--- src/rtl/l1_cache_pkg.sv ---
// Shared types and encodings for the 2-way L1 cache controller.
package l1_cache_pkg;

  localparam int unsigned AW_W = 4;

  // Bit positions inside a way's array_write strobe vector
  localparam int unsigned AW_DATA  = 0;
  localparam int unsigned AW_TAG   = 1;
  localparam int unsigned AW_VALID = 2;
  localparam int unsigned AW_DIRTY = 3;

  // Strobe patterns: CPU write hit touches data+dirty, a fill touches everything
  localparam logic [AW_W-1:0] AW_NONE      = '0;
  localparam logic [AW_W-1:0] AW_WRITE_HIT = (AW_W'(1) << AW_DATA) | (AW_W'(1) << AW_DIRTY);
  localparam logic [AW_W-1:0] AW_FILL      = (AW_W'(1) << AW_DATA)  | (AW_W'(1) << AW_TAG) |
                                             (AW_W'(1) << AW_VALID) | (AW_W'(1) << AW_DIRTY);

  // data_sel / pmem_addr_sel encodings
  localparam logic DATA_SEL_CPU    = 1'b0;
  localparam logic DATA_SEL_PMEM   = 1'b1;
  localparam logic ADDR_SEL_CPU    = 1'b0;
  localparam logic ADDR_SEL_VICTIM = 1'b1;

  typedef enum logic [1:0] {
    CHECK     = 2'd0,
    WRITEBACK = 2'd1,
    ALLOCATE  = 2'd2
  } state_e;

endpackage

--- src/rtl/l1_lru_array.sv ---
// Per-set 1-bit LRU store: combinational read, synchronous write, async clear.
module l1_lru_array #(
  parameter int unsigned SETS    = 8,
  parameter int unsigned INDEX_W = 3
) (
  input  logic               clk,
  input  logic               rst_n,
  input  logic [INDEX_W-1:0] index,
  input  logic               we,
  input  logic               wdata,
  output logic               rdata
);

  logic [SETS-1:0] lru_q;

  assign rdata = lru_q[index];

  // LRU bit update at the addressed set
  always_ff @(posedge clk or negedge rst_n) begin
    if (!rst_n) begin
      lru_q <= '0;
    end else if (we) begin
      lru_q[index] <= wdata;
    end
  end

endmodule

--- src/rtl/l1_cache_control.sv ---
// Control FSM for the 2-way, 8-set L1 cache: hit/miss decision, victim
// writeback, line allocate and per-set LRU ownership.
// Optional macro L1_CTRL_PERF_EN adds saturating hit_count/miss_count outputs.
module l1_cache_control
  import l1_cache_pkg::*;
#(
  parameter int unsigned SETS    = 8,
  parameter int unsigned INDEX_W = 3
) (
  input  logic               clk,
  input  logic               rst_n,
  input  logic [INDEX_W-1:0] index,
  input  logic               mem_read,
  input  logic               mem_write,
  output logic               mem_resp,
  input  logic [1:0]         hit,
  input  logic [1:0]         valid,
  input  logic [1:0]         dirty,
  output logic               pmem_read,
  output logic               pmem_write,
  input  logic               pmem_resp,
  output logic [3:0]         way0_array_write,
  output logic [3:0]         way1_array_write,
  output logic               dirty_in,
  output logic               data_sel,
  output logic               pmem_addr_sel
`ifdef L1_CTRL_PERF_EN
  ,
  output logic [31:0]        hit_count,
  output logic [31:0]        miss_count
`endif
);

  state_e state_q, state_d;
  logic   victim_q, victim_d;
  logic   lru_rd, lru_we, lru_wd;
  logic   req, hit_any, hit_way, miss_victim, victim_dirty;
  logic   miss_ev;
  logic [1:0][AW_W-1:0] aw;

  assign req          = mem_read | mem_write;
  assign hit_any      = |hit;
  // Illegal double hit resolves to way 0
  assign hit_way      = hit[0] ? 1'b0 : 1'b1;
  // Prefer an invalid way, otherwise evict the least recently used one
  assign miss_victim  = !valid[0] ? 1'b0 : (!valid[1] ? 1'b1 : lru_rd);
  assign victim_dirty = valid[miss_victim] & dirty[miss_victim];
  assign miss_ev      = rst_n && (state_q == CHECK) && req && !hit_any;

  assign way0_array_write = aw[0];
  assign way1_array_write = aw[1];

  l1_lru_array #(
    .SETS    (SETS),
    .INDEX_W (INDEX_W)
  ) u_lru (
    .clk   (clk),
    .rst_n (rst_n),
    .index (index),
    .we    (lru_we),
    .wdata (lru_wd),
    .rdata (lru_rd)
  );

  // State and victim registers
  always_ff @(posedge clk or negedge rst_n) begin
    if (!rst_n) begin
      state_q  <= CHECK;
      victim_q <= 1'b0;
    end else begin
      state_q  <= state_d;
      victim_q <= victim_d;
    end
  end

  // Next-state and output decode; everything forced low while in reset
  always_comb begin
    state_d       = state_q;
    victim_d      = victim_q;
    lru_we        = 1'b0;
    lru_wd        = 1'b0;
    mem_resp      = 1'b0;
    pmem_read     = 1'b0;
    pmem_write    = 1'b0;
    aw            = '0;
    dirty_in      = 1'b0;
    data_sel      = DATA_SEL_CPU;
    pmem_addr_sel = ADDR_SEL_CPU;
    if (rst_n) begin
      case (state_q)
        CHECK: begin
          if (req) begin
            if (hit_any) begin
              mem_resp = 1'b1;
              lru_we   = 1'b1;
              lru_wd   = ~hit_way;
              if (mem_write) begin
                aw[hit_way] = AW_WRITE_HIT;
                dirty_in    = 1'b1;
                data_sel    = DATA_SEL_CPU;
              end
            end else begin
              victim_d = miss_victim;
              state_d  = victim_dirty ? WRITEBACK : ALLOCATE;
            end
          end
        end
        WRITEBACK: begin
          pmem_write    = 1'b1;
          pmem_addr_sel = ADDR_SEL_VICTIM;
          if (pmem_resp) begin
            state_d = ALLOCATE;
          end
        end
        ALLOCATE: begin
          pmem_read     = 1'b1;
          pmem_addr_sel = ADDR_SEL_CPU;
          if (pmem_resp) begin
            aw[victim_q] = AW_FILL;
            dirty_in     = 1'b0;
            data_sel     = DATA_SEL_PMEM;
            state_d      = CHECK;
          end
        end
        default: begin
          state_d = CHECK;
        end
      endcase
    end
  end

`ifdef L1_CTRL_PERF_EN
  // Saturating hit/miss event counters
  always_ff @(posedge clk or negedge rst_n) begin
    if (!rst_n) begin
      hit_count  <= '0;
      miss_count <= '0;
    end else begin
      if (mem_resp && (hit_count != 32'hFFFF_FFFF)) begin
        hit_count <= hit_count + 32'd1;
      end
      if (miss_ev && (miss_count != 32'hFFFF_FFFF)) begin
        miss_count <= miss_count + 32'd1;
      end
    end
  end
`endif

endmodule
--- config.mk ---
export PLATFORM = sky130hd
export DESIGN_NAME = l1_cache_control
export DESIGN_NICKNAME = d
export VERILOG_FILES = /design/src/rtl/l1_cache_pkg.sv /design/src/rtl/l1_lru_array.sv /design/src/rtl/l1_cache_control.sv
export SDC_FILE = /design/constraint.sdc
export NUM_CORES = 1
export LEC_CHECK = 0
export ABC_AREA = 1
export CORE_UTILIZATION = 42
export CTS_BUF_LIST = sky130_fd_sc_hd__clkbuf_4 sky130_fd_sc_hd__clkbuf_8
export DETAILED_ROUTE_END_ITERATION = 6
export GPL_ROUTABILITY_DRIVEN = 1
export PLACE_DENSITY = 0.74
export SKIP_CTS_REPAIR_TIMING = 1
export SLEW_MARGIN = 20
export SYNTH_ARGS = -nofsm -noshare
export SYNTH_HDL_FRONTEND = slang
export SYNTH_HIERARCHICAL = 1
export SYNTH_SLANG_ARGS = --single-unit
export TNS_END_PERCENT = 20
--- constraint.sdc ---
create_clock -name clk -period 1.5 [get_ports clk]
set_clock_uncertainty 0.1 [all_clocks]
set_input_delay 0.3 -clock clk [delete_from_list [all_inputs] [get_ports clk]]
set_output_delay 0.3 -clock clk [all_outputs]
set_load 0.02 [all_outputs]
==> flow_summary_export.csv <==
group,metric,value,unit
setup_path,reg_to_reg_endpoint,"u_lru/lru_q[6]$_DFFE_PN0P_",
clock_network,root_buffer,"clkbuf_4",
drt,drt_drc_violations_left,0,
yosys,synthesized_area_fraction_occupied_by_and_or_nand_nor_cells,38.5,%
pwr,worst_ir_drop_on_vdd,827,uV
setup_path,cp_common_cell,"nand2_2",
grt,total_track_usage,24.2,%
drt,detailroute.via_count,958,
floorplanning,floorplan.initialDensity,46.1,%
setup_path,reg2regPathDepth,11,
yosys,synth_xor_xnor_area_share,0,%
sta,whs,343,ps
yosys,synthAdderAreaFrac,0,%
yosys,ys_seq_area_share,33.8,%
sta,min_period_over_period,122,%
yosys,syn_area_per_cell,6.21,sq um
setup_path,cp-startpoint,"rst_n",
clock_network,cts_max_path_buffers,2,
setup_path,crit_path_end_kind,"primary output",
yosys,synth_mux_area_share,0,%
setup_path,data_arrival_time_at_the_worst_slack_endpoint,1430,ps
floorplanning,num_rows,15,
finish,fillCellCount,152,
finish,layout.cells.most_common_list,"41 x nand2_1, 23 x buf_4, 21 x inv_1, 13 x nor2_1, 11 x clkdlybuf4s50_1",
placement,finalWeightedCongestion,0.863,
floorplanning,core_footprint,0.00176,sq mm
grt,grt_max_degree,13,
setup_path,worst-path-max-fanout,3,
worst_hold_path,worst_hold_path_type,"in -> async",
sta,max_slew_margin,82.5,%
finish,layout-area-overhead-vs-synth,63.2,%
grt,grtUsageMet3,2.78,%
floorplanning,floorplan.die.height,46.0,um
drt,wl_per_cell,11.5,um
yosys,netlist_area,813,sq um
yosys,synth.distinct_cells,17,
clock_network,cts_buffers,3,
clock_network,worst_skew_pair.late_latency,270,ps
finish,insertedDiodeCount,0,
sta,layout_min_cycle_time,1830,ps
clock_network,path_clk_slew,90,ps
sta,worst_pin_slew,262,ps
clock_network,tritoncts,"built",
grt,first_global_vias,916,
grt,grt.met1_usage,30.3,%
yosys,synth_area_in_compound_gates,11.5,%
finish,finish.cell_count_without_fillers,203,
drt,drt_first_pass_iters,4,
job,maxCapViolations,0,
pwr,power.static_leakage,0.704,nW
status,status,"finished with violations",
drt,dr.first_iter.drc_count,30,
finish,drive_above_1_share,34.8,%
grt,grt_remaining_overflow,0,
placement,dp_hpwl,1840,um
sta,maximum_clock_rate,0.547,GHz
sta,final_hold_viol_count,0,
setup_path,crit_slowest_cell,"clkdlybuf4s50_1",
sta,setup_viol,25,
drt,route.antenna.remaining_nets,0,
setup_path,biggest_cell_delay_along_the_critical_path,540,ps
setup_path,startpoint_type,"input pin",
sta,setup_slack,-327,ps
floorplanning,dieArea,0.00212,sq mm
pwr,power_density,1140,mW/mm^2
placement,placed_cells_incl_taps,198,
floorplanning,floorplan.io_pins,28,
grt,number_of_antenna_violations_at_the_first_check_in_global_routing,0,
yosys,syn_nets,145,
setup_path,worst-setup-path-type,"in -> out",
clock_network,cts-htree-levels,1,
grt,grt_met2_use,42.3,%
setup_path,rr_startpoint,"state_q[0]$_DFFE_PN0P_",
yosys,synth_warnings,6,
floorplanning,dieWidth,46.0,um
grt,grt_first_pass_wirelength,3690,um
status,violations_in_the_final_reports,"negative setup slack",
setup_path,worst_ep_required_time,1100,ps
yosys,ys_ff_latch,11,
yosys,netlist_instances,131,
yosys,synth_top_family_by_area,"simple AND/OR/NAND/NOR gates",
setup_path,worstSetupEndpoint,"way1_array_write[3]",
setup_path,crit_path_cell_trace,"clkdlybuf4s50_1 -> nand2_2 -> nor3b_4 -> nand2_2 -> o21ai_4 -> buf_6",
grt,busiest_metal_layer_after_global_routing,"met2",
drt,total_wire_length_after_detailed_routing,2340,um
sta,timing_max_transition_violations_final,0,
placement,buffer_ports.inserted,27,
finish,final_nets,193,
finish,utilization,75.2,%
clock_network,numClockSinks,11,
setup_path,reg2reg_slack,-200,ps
sta,setup_repair_after_global_routing_missed_its_margin,"true",
finish,final_common_cell,"nand2_1",
drt,viasPerCell,4.72,
cell usage after synthesis (all sizes together):
| master | count | area [sq um] |
|---|---|---|
| buf | 5 | 37.5 |
| nand3 | 8 | 45.0 |
| nand2 | 46 | 180 |
| o21ai | 11 | 62.6 |
| a21oi | 4 | 23.8 |
| nor2 | 18 | 70.1 |
| nor3 | 1 | 5.00 |
| dfrtp | 11 | 275 |
| o211ai | 1 | 7.51 |
| inv | 25 | 93.8 |
| nor3b | 1 | 12.5 |
where the power goes:
group / total (mW) / switching [mW] / internal, mW
Clock: 0.212 / 0.114 / 0.0987
Sequential: 0.441 / 0.0662 / 0.374
Combinational: 0.861 / 0.469 / 0.392
Total: 1.51 / 0.649 / 0.865
sequential cells by signal, summed over array words and instances (netlist names):
register / flops
state_q: 2
victim_q: 1
u_lru/lru_q: 8
per-stage QoR:
step	total power, mW	worst slack (ps)	TNS (ps)	instance area, sq um
6_report	1.51	-327	-5260	1330
5_1_grt	1.62	-392	-7660	1330
4_1_cts	1.41	-824	-12410	1280
3_5_place_dp	1.20	-820	-15140	1250
3_3_place_gp	1.17	-794	-14070	1250
2_1_floorplan	0.860	-277	-1570	841
how the worst min path moves through the flow:
| stage | slack (ps) | startpoint | endpoint | cells past startpoint |
|---|---|---|---|---|
| finish | 340 | rst_n | u_lru/lru_q[5]$_DFFE_PN0P_ | 2 |
| global placement | 370 | u_lru/lru_q[4]$_DFFE_PN0P_ | u_lru/lru_q[4]$_DFFE_PN0P_ | 2 |
| floorplan | -100 | rst_n | state_q[0]$_DFFE_PN0P_ | 0 |
| detailed placement | 380 | u_lru/lru_q[6]$_DFFE_PN0P_ | u_lru/lru_q[6]$_DFFE_PN0P_ | 2 |
| global route | 360 | rst_n | u_lru/lru_q[4]$_DFFE_PN0P_ | 2 |
| CTS | 330 | rst_n | u_lru/lru_q[5]$_DFFE_PN0P_ | 2 |
critical path, delay by kind of cell:
family	cells	cell delay, ps
simple gates	3	370
compound gates	1	70
buf+inv	2	680
per-layer routing:
metal | up-vias | part of all wire (%)
met1 | 446 | 44
met2 | 22 | 52
met3 | 2 | 3.4
li1 | 488 | -
met4 | 0 | 0.51
met5 | - | 0
cell families (layout without fill, tap and decap cells):
family          Yosys count  after routing
flops                    11             11
buf+inv                  30             77
compound gates           16             16
simple gates             74             74
layout make-up:
class	instances	area (sq um)	area share, %
Multi-Input combinational cell	90	483	36.4
Sequential cell	11	277	20.8
Inverter	25	96.3	7.26
Clock inverter	1	5.00	0.377
Timing Repair Buffer	48	413	31.1
Clock buffer	3	22.5	1.70
Tap cell	25	31.3	2.36
(Power assumes the default switching activity.)
